`src/rtl/bf_result_drain_if.sv`:
```
// Valid/ready word stream carrying drained Bellman-Ford results toward the host side.
// out_last tags the final word of each drain.
interface bf_result_drain_if #(
    parameter int DATA_W = 16
);
    logic [DATA_W-1:0] out_data;
    logic              out_valid;
    logic              out_ready;
    logic              out_last;

    modport master (
        output out_data,
        output out_valid,
        output out_last,
        input  out_ready
    );

    modport slave (
        input  out_data,
        input  out_valid,
        input  out_last,
        output out_ready
    );
endinterface

```
`src/rtl/bf_result_drain.sv`:
```
// Drains the engine result memory after finish: one header word, then cnt distance words,
// streamed through a 2-entry buffer so memory reads never stall mid-word.
module bf_result_drain #(
    parameter int              ADDR_W    = 14,
    parameter int              DATA_W    = 16,
    parameter logic [ADDR_W-1:0] BASE_ADDR = '0
) (
    input  logic              clock,
    input  logic              reset,
    input  logic              finish,
    input  logic              n_exist,
    input  logic [ADDR_W-1:0] num_results,
    output logic [ADDR_W-1:0] output_address,
    input  logic [DATA_W-1:0] final_output,
    bf_result_drain_if.master stream,
    output logic              busy,
    output logic              done
);
    typedef enum logic [1:0] {
        S_IDLE,
        S_HDR,
        S_RD,
        S_DONE_WAIT
    } state_t;

    state_t            state_q, state_d;
    logic              fin_prev_q, fin_prev_d;
    logic              armed_q, armed_d;
    logic              neg_q, neg_d;
    logic [ADDR_W-1:0] cnt_q, cnt_d;
    logic [ADDR_W-1:0] rem_q, rem_d;
    logic [ADDR_W-1:0] addr_q, addr_d;
    logic              busy_q, busy_d;
    logic              done_q, done_d;

    logic [DATA_W-1:0] buf_data_q [0:1];
    logic [DATA_W-1:0] buf_data_d [0:1];
    logic              buf_last_q [0:1];
    logic              buf_last_d [0:1];
    logic              wr_ptr_q, wr_ptr_d;
    logic              rd_ptr_q, rd_ptr_d;
    logic [1:0]        count_q, count_d;

    logic              full;
    logic              valid;
    logic              pop;
    logic              start;
    logic              push;
    logic [DATA_W-1:0] push_data;
    logic              push_last;
    logic [DATA_W-1:0] hdr_word;

    assign full  = (count_q == 2'd2);
    assign valid = (count_q != 2'd0);
    assign pop   = valid && stream.out_ready;
    // armed_q blocks a restart after reset until finish has been seen low once
    assign start = finish && !fin_prev_q && armed_q && (state_q == S_IDLE);

    always_comb begin
        hdr_word                 = '0;
        hdr_word[DATA_W-1]       = neg_q;
        hdr_word[ADDR_W-1:0]     = cnt_q;
    end

    always_comb begin
        state_d    = state_q;
        fin_prev_d = finish;
        armed_d    = armed_q | ~finish;
        neg_d      = neg_q;
        cnt_d      = cnt_q;
        rem_d      = rem_q;
        addr_d     = addr_q;
        busy_d     = busy_q;
        done_d     = pop && buf_last_q[rd_ptr_q] && busy_q;
        push       = 1'b0;
        push_data  = '0;
        push_last  = 1'b0;

        case (state_q)
            S_IDLE: begin
                if (start) begin
                    neg_d   = n_exist;
                    cnt_d   = num_results;
                    busy_d  = 1'b1;
                    state_d = S_HDR;
                end
            end
            S_HDR: begin
                if (!full) begin
                    push      = 1'b1;
                    push_data = hdr_word;
                    push_last = neg_q || (cnt_q == '0);
                    addr_d    = BASE_ADDR;
                    rem_d     = cnt_q;
                    state_d   = push_last ? S_DONE_WAIT : S_RD;
                end
            end
            S_RD: begin
                if (!full) begin
                    push      = 1'b1;
                    push_data = final_output;
                    push_last = (rem_q == ADDR_W'(1));
                    addr_d    = addr_q + ADDR_W'(1);
                    rem_d     = rem_q - ADDR_W'(1);
                    if (push_last) begin
                        state_d = S_DONE_WAIT;
                    end
                end
            end
            S_DONE_WAIT: begin
                // done_q marks that the tagged last word left the buffer one edge ago
                if (done_q && (count_q == 2'd0)) begin
                    busy_d  = 1'b0;
                    addr_d  = BASE_ADDR;
                    state_d = S_IDLE;
                end
            end
            default: state_d = S_IDLE;
        endcase
    end

    always_comb begin
        buf_data_d = buf_data_q;
        buf_last_d = buf_last_q;
        wr_ptr_d   = wr_ptr_q;
        rd_ptr_d   = rd_ptr_q;
        count_d    = count_q;
        if (push) begin
            buf_data_d[wr_ptr_q] = push_data;
            buf_last_d[wr_ptr_q] = push_last;
            wr_ptr_d             = ~wr_ptr_q;
        end
        if (pop) begin
            rd_ptr_d = ~rd_ptr_q;
        end
        count_d = count_q + {1'b0, push} - {1'b0, pop};
    end

    always_ff @(posedge clock) begin
        if (reset) begin
            state_q    <= S_IDLE;
            fin_prev_q <= 1'b0;
            armed_q    <= 1'b0;
            neg_q      <= 1'b0;
            cnt_q      <= '0;
            rem_q      <= '0;
            addr_q     <= BASE_ADDR;
            busy_q     <= 1'b0;
            done_q     <= 1'b0;
            buf_data_q <= '{default: '0};
            buf_last_q <= '{default: 1'b0};
            wr_ptr_q   <= 1'b0;
            rd_ptr_q   <= 1'b0;
            count_q    <= 2'd0;
        end else begin
            state_q    <= state_d;
            fin_prev_q <= fin_prev_d;
            armed_q    <= armed_d;
            neg_q      <= neg_d;
            cnt_q      <= cnt_d;
            rem_q      <= rem_d;
            addr_q     <= addr_d;
            busy_q     <= busy_d;
            done_q     <= done_d;
            buf_data_q <= buf_data_d;
            buf_last_q <= buf_last_d;
            wr_ptr_q   <= wr_ptr_d;
            rd_ptr_q   <= rd_ptr_d;
            count_q    <= count_d;
        end
    end

    assign output_address   = addr_q;
    assign stream.out_data  = buf_data_q[rd_ptr_q];
    assign stream.out_valid = valid;
    assign stream.out_last  = valid && buf_last_q[rd_ptr_q];
    assign busy             = busy_q;
    assign done             = done_q;
endmodule

```
`src/flat_wrapper.sv`:
```
// flat-port wrapper written by rule: the top's interface ports become plain ports
module bf_result_drain_flat 
#(
    parameter int              ADDR_W    = 14,
    parameter int              DATA_W    = 16,
    parameter logic [ADDR_W-1:0] BASE_ADDR = '0
)
  (clock, reset, finish, n_exist, num_results, output_address, final_output, busy, done, stream_out_data, stream_out_valid, stream_out_last, stream_out_ready);
  bf_result_drain_if #(.DATA_W(DATA_W)) stream_i ();
  input  logic clock;
  input  logic reset;
  input  logic finish;
  input  logic n_exist;
  input  logic [ADDR_W-1:0] num_results;
  output logic [ADDR_W-1:0] output_address;
  input  logic [DATA_W-1:0] final_output;
  output logic busy;
  output logic done;
  output wire logic [$bits(stream_i.out_data)-1:0] stream_out_data;
  output wire logic [$bits(stream_i.out_valid)-1:0] stream_out_valid;
  output wire logic [$bits(stream_i.out_last)-1:0] stream_out_last;
  input wire logic [$bits(stream_i.out_ready)-1:0] stream_out_ready;
  assign stream_out_data = stream_i.out_data;
  assign stream_out_valid = stream_i.out_valid;
  assign stream_out_last = stream_i.out_last;
  assign stream_i.out_ready = stream_out_ready;
  bf_result_drain #(.ADDR_W(ADDR_W), .DATA_W(DATA_W), .BASE_ADDR(BASE_ADDR)) u_core (.clock(clock), .reset(reset), .finish(finish), .n_exist(n_exist), .num_results(num_results), .output_address(output_address), .final_output(final_output), .stream(stream_i), .busy(busy), .done(done));
endmodule
```
`config.mk`:
```
export PLATFORM = sky130hd
export DESIGN_NAME = bf_result_drain_flat
export DESIGN_NICKNAME = d
export VERILOG_FILES = /design/src/rtl/bf_result_drain_if.sv /design/src/rtl/bf_result_drain.sv /design/src/flat_wrapper.sv
export SDC_FILE = /design/constraint.sdc
export NUM_CORES = 1
export LEC_CHECK = 0
export ABC_AREA = 1
export CAP_MARGIN = 20
export CORE_ASPECT_RATIO = 1.75
export CORE_MARGIN = 4
export CORE_UTILIZATION = 45
export CTS_BUF_LIST = sky130_fd_sc_hd__clkbuf_16
export CTS_CLUSTER_SIZE = 40
export DETAILED_ROUTE_END_ITERATION = 10
export PLACE_DENSITY = 0.74
export RECOVER_POWER = 100
export REMOVE_ABC_BUFFERS = 1
export SLEW_MARGIN = 20
export SYNTH_ARGS = -nofsm -noshare
export SYNTH_HDL_FRONTEND = slang
export SYNTH_SLANG_ARGS = --single-unit
export TNS_END_PERCENT = 10
```
`constraint.sdc`:
```
create_clock -name clock -period 2.5 [get_ports clock]
set_clock_uncertainty 0.1 [all_clocks]
set_input_delay 0.375 -clock clock [delete_from_list [all_inputs] [get_ports clock]]
set_output_delay 0.375 -clock clock [all_outputs]
set_load 0.1 [all_outputs]
```
# Word level (Yosys, flattened, before mapping)
# Cells that the tools add are included.
[word_totals]
out_inout_bits = 34
register_bits = 87
in_bits = 35
[op_classes]
addsub = 4
n_lt_le_gt_ge = 3
n_eq_ne = 10
n_reduce_logical = 24
muxes = 37
bitwise = 6
[op_table]
columns = ["operator", "count"]
rows = [
  ["16-bit two-way mux", 6],
  ["14-bit two-way mux", 5],
  ["14-bit one-hot mux with 3 select lines", 1],
  ["32-bit bitwise mux", 1],
  ["16-bit one-hot mux with 2 select lines", 1],
  ["14-bit one-hot mux with 2 select lines", 1],
  ["16-bit demux with 1-bit select", 1],
  ["14-bit by 1-bit adder with 14-bit output (second input constant)", 1],
  ["14-bit by 1-bit == test with 1-bit output (second input constant)", 1],
  ["14-bit logical NOT", 1],
  ["14-bit by 1-bit subtractor with 14-bit output (second input constant)", 1],
  ["1-bit two-way mux", 11],
  ["2-bit two-way mux", 5],
  ["1-bit logical AND", 9],
  ["2-bit one-hot mux with 4 select lines", 1],
  ["2-bit == test (second input constant)", 3],
  ["2-bit by 1-bit != test with 1-bit output (second input constant)", 3],
  ["3-bit AND reduction", 2],
  ["2-bit nonzero test", 3],
  ["5-bit AND reduction", 1],
  ["2-bit >= comparator (second input constant)", 2],
  ["2-bit logical NOT", 2],
  ["2-bit != test (second input constant)", 2],
  ["1-bit inverter with 2-bit output", 2],
  ["other kinds (15)", 18],
]

# Depth between registers and ports, before layout
# Gate-level depths: netlist (run 1).
[logic_depth]
depth_word = 6
ltp_mapped = 12
mapped_depth_nobuf = 11

# Worst setup path before layout (run 1)
# OpenSTA, ideal clock, no wires.
[synth_timing]
path_kind = "reg2out"
startpoint = "register u_core.rd_ptr_q"
endpoint = "output stream_out_data[10]"
path_stages_with_launch = 3
required_ps = 2025
slack_ps = -620
t_arrival_ps = 2645
path_cell_list = "dfxtp_1 > clkbuf_1 > o21ai_0"
[synth_between]
elab_chain_len = 4
[synth_lines]
columns = ["item", "line", "text"]
rows = [
  ["start, declared", "bf_result_drain.sv:41", "logic rd_ptr_q, rd_ptr_d;"],
  ["start signal, assigned", "bf_result_drain.sv:168", "rd_ptr_q <= rd_ptr_d;"],
  ["1-bit inverter with 2-bit output (not written as such)", "bf_result_drain.sv:174", "assign stream.out_data = buf_data_q[rd_ptr_q];"],
  ["16-bit two-way mux (not written as such) (3 in a row)", "bf_result_drain.sv:174", ""],
  ["end, declared", "flat_wrapper.sv:19", "output wire logic [$bits(stream_i.out_data)-1:0] stream_out_data;"],
]
# Every way passes these cells. The select of a mux whose other input is x is not followed.

# Worst setup path in the final report (run 1)
[layout_timing]
startpoint = "register u_core.state_q[1]"
endpoint = "register u_core.rem_q[5]"
[layout_between]
elab_chain_len = 3
[layout_lines]
columns = ["item", "line", "text"]
rows = [
  ["start, declared", "bf_result_drain.sv:26", "state_t state_q, state_d;"],
  ["start signal, assigned", "bf_result_drain.sv:156", "state_q <= state_d;"],
  ["2-bit == test / 2-bit by 1-bit == test with 1-bit output (equally long branches)", "bf_result_drain.sv:79", "case (state_q)"],
  ["2-bit != test (no line) / 2-bit nonzero test (equally long branches)", "--", ""],
  ["3-bit AND reduction (no line)", "--", ""],
  ["end signal, assigned", "bf_result_drain.sv:161", "rem_q <= rem_d;"],
  ["end, declared", "bf_result_drain.sv:31", "logic [ADDR_W-1:0] rem_q, rem_d;"],
]
# Parallel ways exist; a longest one is shown, timed or not.
# A chain may end at the register's enable or synchronous reset.

==> flow_metrics.env, run 1 <==
export IMPL_setup_viol=0
export IMPL_status="finished, final reports clean"
export IMPL_r2r_worst_path_cells=10
export IMPL_path_class="reg -> reg"
export IMPL_synthTopCellsByArea="dfxtp_1 (40%), nand2_1 (11%), o21ai_0 (10%)"
export IMPL_slew_viol_final=0
export IMPL_synth_most_common_cell="nand2_1"
export IMPL_synth_largest_area_cell="dfxtp_1"
export IMPL_drive_gt1_share_pct=6.80
export IMPL_ys_seq_elements=87
export IMPL_grt_pass1_wl_um=19600
export IMPL_first_pass_iters=5
export IMPL_routed_via_density=5.22
export IMPL_core_area_sq_mm=0.00953
export IMPL_rsz0062_at_grt="no"
export IMPL_hold_viol_final=0
export IMPL_grtUsageTotal_pct=21.8
export IMPL_crit_chain="inv_1 > ha_1 > inv_1 > nand2_1 > nand2_1 > nand2_1 > inv_2 > o21ai_0 > nand2_1 > a21oi_1"
export IMPL_nFillCells=949
export IMPL_p_clk_share_pct=22.1
export IMPL_regToRegSetupSlack_ns=0.27
export IMPL_wl_um=12000
export IMPL_endpoint_kind="flip-flop"
export IMPL_worstPathArrival_ns=2.31
export IMPL_slew_headroom_pct=22.0
export IMPL_grt_max_degree=34
export IMPL_cts_num_sinks=87
export IMPL_dpl_cell_area_sq_mm=0.00531
export IMPL_dr_first_iter_drc_count=308
export IMPL_postRouteAntennaNets=0
export IMPL_dpl_hpwl_um=8610
export IMPL_seq_power_share_pct=27.9
export IMPL_antenna_found_initial=0
export IMPL_grt_overflow=0
export IMPL_synthArstFlopShare_pct=0
export IMPL_path_buf_inv=3
export IMPL_startpoint="u_core.state_q[1]$_SDFFE_PP0P_"
export IMPL_drc=0
export IMPL_clock_latency_ns=0.34
export IMPL_num_io_pins=69
export IMPL_port_buffers=68
export IMPL_cpPeakStageDelay_ns=0.38
export IMPL_power_switching_mw=3.01
export IMPL_period_share_pct=89.2
export IMPL_routed_via_count=4470
export IMPL_die_area_sq_mm=0.0115
export IMPL_yosysWarningCount=0
export IMPL_cp_common_cell="nand2_1"
export IMPL_path_depth=10
export IMPL_endpoint="u_core.rem_q[5]$_SDFFE_PP0P_"
export IMPL_layout_min_cycle_time_ns=2.23
export IMPL_register_area_sq_mm=0.00174
export IMPL_netlist_area_sq_mm=0.00440
export IMPL_swShare_pct=47.8
export IMPL_maxCapViolCount=0
export IMPL_dieWidth_um=82.7
export IMPL_post_cts_setup_buffers=0
export IMPL_rows=47
export IMPL_layout_nets=774
export IMPL_numCtsBuffers=9
export IMPL_synth_top_area_share_pct=39.6
export IMPL_dp_slack_ns=0.434
export IMPL_cts_hold_buf=0
export IMPL_cp_max_fo=16
export IMPL_intPower_mw=3.28
export IMPL_reg2reg_to="u_core.rem_q[5]$_SDFFE_PP0P_"
export IMPL_syn_inst=668
export IMPL_critPathLaunchType="flip-flop"
export IMPL_avgSynthCellArea_sq_um=6.58
export IMPL_worst_slack_ns=0.270
export IMPL_peakVddDrop_uv=496
export IMPL_wl_per_cell_um=14.0
export IMPL_synth_ff_type="dfxtp_1"
export IMPL_r2r_start="u_core.state_q[1]$_SDFFE_PP0P_"
export IMPL_whs_ns=0.356
export IMPL_seq_area_frac_synth_pct=39.6
export IMPL_cts_root_buffer="clkbuf_16"
export IMPL_cpMaxStageDelayCell="dfxtp_1"
export IMPL_path_delay_family="simple AND/OR/NAND/NOR gates"
export IMPL_cts_tree="done"
export IMPL_multi_input_area_sq_mm=0.00210
export IMPL_clkSlewWorstSetupHoldPaths_ns=0.06
export IMPL_place_congestion=0.892
export IMPL_p_leak_nw=2.21
export IMPL_netlist_top_cells_count="nand2_1 (134), inv_1 (108), o21ai_0 (89), dfxtp_1 (87), nor2_1 (66)"
export IMPL_ctsResizeCount=0
export IMPL_start_util_pct=46.2
export IMPL_max_slew_worst_pin_slew_ns=1.18
export IMPL_worstHoldPathCells=2
export IMPL_antennaDiodeCount=0
export IMPL_min_path_type="reg -> reg"
export IMPL_critPathRequiredTime_ns=2.58
export IMPL_areaGrowthSynthToFinish_pct=21.1
export IMPL_die_h_um=139
export IMPL_fin_area_sq_mm=0.00533
export IMPL_utilization_pct=55.9
export IMPL_synth_edf_count=0
export IMPL_htreeDepth=3
export IMPL_fmax_mhz=448
export IMPL_clock_path_buffers=2
export IMPL_grt_pass1_vias=4301
export IMPL_power_density_mw_per_mm2=1180
export IMPL_combPwrFrac_pct=50.0
export IMPL_netlist_cell_type_count=33
[worst min-delay path: stages, from the launching register on]
cell and delay, ns:
dfxtp_1 0.29, inv_1 0.06, a21oi_1 0.05
[cells in the final DEF, fill, tap and decap left out, drive strengths merged]
| cell | Yosys | routed |
|---|---|---|
| a211oi | 2 | 2 |
| a21oi | 64 | 64 |
| a31oi | 2 | 2 |
| buf | 14 | 11 |
| bufinv | 0 | 2 |
| clkbuf | 14 | 43 |
| clkdlybuf4s50 | 0 | 33 |
| clkinv | 0 | 3 |
| dfxtp | 87 | 87 |
| dlygate4sd3 | 0 | 1 |
| ha | 9 | 9 |
| inv | 112 | 114 |
| nand2 | 138 | 138 |
| nand3 | 23 | 23 |
| nand3b | 2 | 2 |
| nand4 | 11 | 11 |
| nor2 | 68 | 68 |
| nor3 | 7 | 7 |
| nor4 | 1 | 1 |
| o211a | 1 | 1 |
| o21ai | 104 | 104 |
| o21bai | 3 | 3 |
| o22ai | 2 | 2 |
| o31ai | 1 | 1 |
| o32ai | 1 | 1 |
| or2 | 1 | 1 |
| xor2 | 1 | 1 |
[how the worst min path moves through the flow]
stage | slack (ns) | end | start
3_3_place_gp | 0.34 | u_core.buf_data_q[16]$_SDFFE_PP0P_ | u_core.buf_data_q[16]$_SDFFE_PP0P_
5_1_grt | 0.39 | u_core.buf_data_q[16]$_SDFFE_PP0P_ | u_core.buf_data_q[16]$_SDFFE_PP0P_
4_1_cts | 0.36 | u_core.buf_data_q[16]$_SDFFE_PP0P_ | u_core.buf_data_q[16]$_SDFFE_PP0P_
2_1_floorplan | 0.33 | u_core.buf_data_q[16]$_SDFFE_PP0P_ | u_core.buf_data_q[16]$_SDFFE_PP0P_
3_5_place_dp | 0.35 | u_core.buf_data_q[16]$_SDFFE_PP0P_ | u_core.buf_data_q[16]$_SDFFE_PP0P_
6_report | 0.36 | u_core.buf_data_q[16]$_SDFFE_PP0P_ | u_core.buf_data_q[16]$_SDFFE_PP0P_
[metrics by stage]
stage          std cells  power, mW  TNS (ns)
6_report             857       6.29         0
5_1_grt              857       6.75         0
4_1_cts              857       6.53         0
3_5_place_dp         841       5.14         0
3_3_place_gp         841       5.05         0
2_1_floorplan        640       4.13    -11.63
[layer usage]
| layer | up-vias | routed length, um | GRT usage (%) |
|---|---|---|---|
| li1 | 2261 | - | - |
| met3 | 27 | 595 | 3.38 |
| met2 | 154 | 6340 | 38.7 |
| met4 | 0 | 390 | 10.8 |
| met5 | - | 0 | 0 |
| met1 | 2028 | 4660 | 24.3 |
[power by group through the flow]
stage          clock network [mW]  registers, mW  logic [mW]
2_1_floorplan                   0           1.96        2.17
3_3_place_gp                    0           1.77        3.28
3_5_place_dp                    0           1.78        3.36
4_1_cts                      1.40           1.75        3.37
5_1_grt                      1.47           1.78        3.50
6_report                     1.39           1.76        3.14
[logic make-up after synthesis]
logic type	share of synthesized area [%]
buffers and inverters	12.5
XOR/XNOR	0.199
AO/OA/AOI/OAI	21.2
adder cells (fa/ha/maj)	2.56
flip-flops	39.6
AND/OR/NAND/NOR	23.9
[registers in the layout, indices dropped and copies added, names as in the netlist]
signal and flops:
u_core.busy 1, u_core.buf_data_q 32, u_core.rem_q 14, u_core.rd_ptr_q 1, u_core.cnt_q 14, u_core.count_q 2
u_core.done 1, u_core.neg_q 1, u_core.state_q 2, u_core.fin_prev_q 1, u_core.armed_q 1, u_core.output_address 14
u_core.buf_last_q 2, u_core.wr_ptr_q 1
[area by class of cell]
cell class	instances	share of cell area, %
multi-input cells	441	39.4
repair buffers	79	11.4
clock inverters	7	1.50
well taps	122	2.87
clock buffers	9	4.23
flip-flops and latches	87	32.7
inverters	112	7.89
Note: power is estimated with default switching activity, not from simulation.
==> run 2: changes to the inputs <==
- clock period: 2.5 -> 2.1 ns (I/O delays scaled with it)
==> flow_metrics.env, run 2 (synthesis gave the netlist of run 1 again) <==
export IMPL_critPathLaunchType="flip-flop"
export IMPL_critPathRequiredTime_ns=1.68
export IMPL_largest_register_ffs=32
export IMPL_wl_per_cell_um=14.3
export IMPL_dp_slack_ns=0.0758
export IMPL_slew_viol_final=0
export IMPL_place_congestion=0.843
export IMPL_period_share_pct=96.3
export IMPL_path_class="reg -> out"
export IMPL_postRouteAntennaNets=0
export IMPL_die_area_sq_mm=0.0115
export IMPL_core_area_sq_mm=0.00953
export IMPL_p_leak_nw=2.33
export IMPL_cts_root_buffer="clkbuf_16"
export IMPL_whs_ns=0.348
export IMPL_grtUsageTotal_pct=22.0
export IMPL_final_common_cell="nand2_1"
export IMPL_utilization_pct=58.5
export IMPL_cpMaxStageDelayCell="clkbuf_2"
export IMPL_rows=47
export IMPL_cts_num_sinks=87
export IMPL_areaGrowthSynthToFinish_pct=26.8
export IMPL_port_buffers=68
export IMPL_cts_tree="done"
export IMPL_clock_path_buffers=2
export IMPL_grt_overflow=0
export IMPL_grt_pass1_vias=4353
export IMPL_num_io_pins=69
export IMPL_dr_first_iter_drc_count=271
export IMPL_hold_viol_final=0
export IMPL_clkSlewWorstSetupHoldPaths_ns=0.06
export IMPL_crit_chain="o21ai_0 > clkbuf_2"
export IMPL_status="finished, final reports clean"
export IMPL_worstPathArrival_ns=1.61
export IMPL_dpl_hpwl_um=9130
export IMPL_nFillCells=904
export IMPL_final_cell_mix="nand2_1 (134), inv_1 (108), o21ai_0 (96), dfxtp_1 (86), nor2_1 (66)"
export IMPL_start_util_pct=46.2
export IMPL_grt_pass1_wl_um=19800
export IMPL_power_density_mw_per_mm2=1400
export IMPL_maxCapViolCount=0
export IMPL_slew_headroom_pct=34.4
export IMPL_max_slew_worst_pin_slew_ns=0.984
export IMPL_layout_nets=784
export IMPL_cpPeakStageDelay_ns=0.53
export IMPL_min_path_type="reg -> reg"
export IMPL_setup_viol=0
export IMPL_antennaDiodeCount=0
export IMPL_routed_via_count=4570
export IMPL_clock_latency_ns=0.34
export IMPL_register_area_sq_mm=0.00174
export IMPL_antenna_found_initial=0
export IMPL_path_delay_family="buffers and inverters"
export IMPL_cts_hold_buf=0
export IMPL_first_pass_iters=6
export IMPL_drive_gt1_share_pct=10.8
export IMPL_wl_um=12400
export IMPL_routed_via_density=5.28
export IMPL_fmax_mhz=495
export IMPL_power_mw=7.78
export IMPL_drc=0
export IMPL_regToRegSetupSlack_ns=0.14
export IMPL_endpoint_kind="primary output"
export IMPL_grt_max_degree=42
export IMPL_cp_max_fo=15
export IMPL_worst_slack_ns=0.0780
export IMPL_path_buf_inv=1
export IMPL_peakVddDrop_uv=758
export IMPL_numCtsBuffers=9
export IMPL_dieWidth_um=82.7
export IMPL_layout_min_cycle_time_ns=2.02
export IMPL_multi_input_area_sq_mm=0.00211
export IMPL_htreeDepth=3
export IMPL_die_h_um=139
export IMPL_regMostFlops="u_core.buf_data_q"
export IMPL_rsz0062_at_grt="no"
## run 2: power by group
group | switching [mW] | internal [mW]
combinational | 2.89 | 1.25
clock | 0.624 | 0.900
sequential | 0.185 | 1.92
total | 3.70 | 4.08
## run 2: worst paths after layout
| check | from | endpoint | cells after the start |
|---|---|---|---|
| max | u_core.rd_ptr_q$_SDFFE_PP0P_ | stream_out_data[11] | 2 |
| min | u_core.buf_data_q[16]$_SDFFE_PP0P_ | u_core.buf_data_q[16]$_SDFFE_PP0P_ | 2 |
| max reg2reg | u_core.state_q[0]$_SDFFE_PP0P_ | u_core.output_address[5]$_SDFFE_PP0P_ | 11 |
| min reg2reg | u_core.buf_data_q[16]$_SDFFE_PP0P_ | u_core.buf_data_q[16]$_SDFFE_PP0P_ | 2 |
## run 2: area by class of cell
class                   instances  area share (%)
multi-input cells             441            37.8
flip-flops and latches         87            31.3
repair buffers                 89            15.6
inverters                     112            7.61
clock buffers                   9            4.04
well taps                     122            2.74
clock inverters                 6           0.965
## run 2: tightest hold or removal path: cells and delay by family, from the launching register on
family / cells / cell delay [ns]
DFF: 1 / 0.30
buffers and inverters: 1 / 0.05
AOI/OAI and AO/OA: 1 / 0.05
## run 2: stage by stage
step                setup TNS, ns  area, sq um  cells
floorplan                  -20.89         4270    640
global route                    0         5580    866
detailed placement              0         5410    846
finish                          0         5580    866
CTS                             0         5690    861
global placement                0         5410    846
## run 2: metal layers
layer  routed length, um  GRT usage [%]
met5                   0              0
met4                 580           12.3
met3                 586           3.51
met2                6660           39.7
met1                4600           23.0
## run 2: what timing repair did
| action | in CTS | in global routing |
|---|---|---|
| setup buffers | 0 | 5 |
| endpoints found under the hold margin | 0 | 0 |
| gates resized for setup | 1 | 2 |
| endpoints found under the setup margin | 11 | 3 |
==> run 3: changes to the inputs <==
- CAP_MARGIN: 20 -> default
- CORE_ASPECT_RATIO: 1.75 -> 1.5
- clock period: 2.1 -> 2.15 ns (I/O delays scaled with it)
==> flow_metrics.env, run 3 (synthesis gave the netlist of run 1 again) <==
export IMPL_cts_tree="done"
export IMPL_path_class="reg -> out"
export IMPL_port_buffers=68
export IMPL_layout_nets=776
export IMPL_wl_um=11700
export IMPL_clock_path_buffers=2
export IMPL_peakVddDrop_uv=606
export IMPL_wl_per_cell_um=13.8
export IMPL_dieWidth_um=88.7
export IMPL_critPathLaunchType="flip-flop"
export IMPL_clock_latency_ns=0.34
export IMPL_fmax_mhz=490
export IMPL_antennaDiodeCount=0
export IMPL_grt_pass1_wl_um=19400
export IMPL_dpl_hpwl_um=8490
export IMPL_die_h_um=129
export IMPL_numCtsBuffers=9
export IMPL_num_io_pins=69
export IMPL_grt_overflow=0
export IMPL_intPower_mw=3.97
export IMPL_regMostFlops="u_core.buf_data_q"
export IMPL_areaGrowthSynthToFinish_pct=22.3
export IMPL_start_util_pct=46.7
export IMPL_power_density_mw_per_mm2=1390
export IMPL_final_cell_mix="nand2_1 (134), inv_1 (108), o21ai_0 (96), dfxtp_1 (87), nor2_1 (67)"
export IMPL_cp_max_fo=33
export IMPL_p_clk_share_pct=23.5
export IMPL_crit_chain="buf_12 > inv_1 > o21ai_0 > clkbuf_2"
export IMPL_cpMaxStageDelayCell="clkbuf_2"
export IMPL_slew_headroom_pct=62.6
export IMPL_path_buf_inv=3
export IMPL_power_mw=7.49
export IMPL_grt_max_degree=34
export IMPL_postRouteAntennaNets=0
export IMPL_maxCapViolCount=0
export IMPL_first_pass_iters=5
export IMPL_largest_register_ffs=32
export IMPL_combPwrFrac_pct=49.2
export IMPL_dr_first_iter_drc_count=292
export IMPL_p_leak_nw=2.29
export IMPL_grt_pass1_vias=4234
export IMPL_seq_power_share_pct=27.3
export IMPL_rows=43
export IMPL_post_cts_setup_buffers=0
export IMPL_routed_via_density=5.29
export IMPL_setup_viol=0
export IMPL_cts_root_buffer="clkbuf_16"
export IMPL_whs_ns=0.350
export IMPL_core_area_sq_mm=0.00942
export IMPL_min_path_type="reg -> reg"
export IMPL_endpoint_kind="primary output"
export IMPL_hold_viol_final=0
export IMPL_antenna_found_initial=0
export IMPL_rsz0062_at_grt="no"
export IMPL_drive_gt1_share_pct=9.91
export IMPL_worstPathArrival_ns=1.62
export IMPL_period_share_pct=94.9
export IMPL_cpPeakStageDelay_ns=0.48
export IMPL_cts_num_sinks=87
export IMPL_path_delay_family="buffers and inverters"
export IMPL_slew_viol_final=0
export IMPL_power_switching_mw=3.53
export IMPL_critPathRequiredTime_ns=1.73
export IMPL_cts_hold_buf=0
export IMPL_place_congestion=0.869
export IMPL_status="finished, final reports clean"
export IMPL_clkSlewWorstSetupHoldPaths_ns=0.06
export IMPL_drc=0
export IMPL_max_slew_worst_pin_slew_ns=0.563
export IMPL_layout_min_cycle_time_ns=2.04
export IMPL_utilization_pct=57.1
export IMPL_htreeDepth=3
export IMPL_die_area_sq_mm=0.0114
export IMPL_nFillCells=918
export IMPL_grtUsageTotal_pct=21.2
export IMPL_final_common_cell="nand2_1"
export IMPL_routed_via_count=4491
export IMPL_swShare_pct=47.1
## run 3: cell type report
class | count | area (sq um) | area share [%]
Multi-Input combinational cell | 441 | 2110 | 39.2
Sequential cell | 87 | 1740 | 32.4
Timing Repair Buffer | 81 | 633 | 11.8
Inverter | 112 | 420 | 7.82
Clock buffer | 9 | 225 | 4.19
Tap cell | 112 | 140 | 2.61
Clock inverter | 7 | 110 | 2.05
## run 3: per-stage QoR
stage	worst slack [ns]	setup TNS, ns	std cells	area (sq um)
global placement	0.233	0	833	5340
global route	0.0237	0	849	5380
CTS	0.102	0	849	5670
finish	0.109	0	849	5380
detailed placement	0.110	0	833	5340
floorplan	-1.31	-19.42	640	4270
## run 3: worst paths after layout
check	start	to	slack (ns)	depth (start not counted)
setup / recovery	u_core.rd_ptr_q$_SDFFE_PP0P_	stream_out_data[14]	0.11	4
setup reg to reg	u_core.state_q[1]$_SDFFE_PP0P_	u_core.output_address[4]$_SDFFE_PP0P_	0.14	11
hold reg to reg	u_core.buf_data_q[16]$_SDFFE_PP0P_	u_core.buf_data_q[16]$_SDFFE_PP0P_	0.35	2
hold / removal	u_core.buf_data_q[16]$_SDFFE_PP0P_	u_core.buf_data_q[16]$_SDFFE_PP0P_	0.35	2
## run 3: power by group through the flow
stage | clock (mW) | combinational, mW | sequential, mW
finish | 1.76 | 3.69 | 2.05
global route | 1.85 | 4.10 | 2.08
CTS | 1.78 | 3.96 | 2.04
detailed placement | 0 | 3.92 | 2.07
global placement | 0 | 3.84 | 2.06
floorplan | 0 | 2.52 | 2.28
## run 3: metal layers
| metal | wire, um | vias to the layer above | track usage (%) | part of all wire (%) |
|---|---|---|---|---|
| met1 | 4710 | 2075 | 25.5 | 40 |
| met4 | 285 | 0 | 8.90 | 2.4 |
| met3 | 739 | 22 | 3.37 | 6.3 |
| li1 | - | 2264 | - | - |
| met2 | 5970 | 130 | 36.9 | 51 |
| met5 | 0 | - | 0 | 0 |
## run 3: worst register-to-register path: cells and delay by family, from the launching register on
family	cells	cell delay, ns
buffers and inverters	4	0.50
DFF	1	0.40
and+or+nand+nor	4	0.38
AOI/OAI and AO/OA	2	0.30
adders and majority gates	1	0.23
## run 3: timing repair
item                                   CTS  global route
endpoints found under the hold margin    0             0
resized for setup                        0             3
setup endpoints to repair                0            14
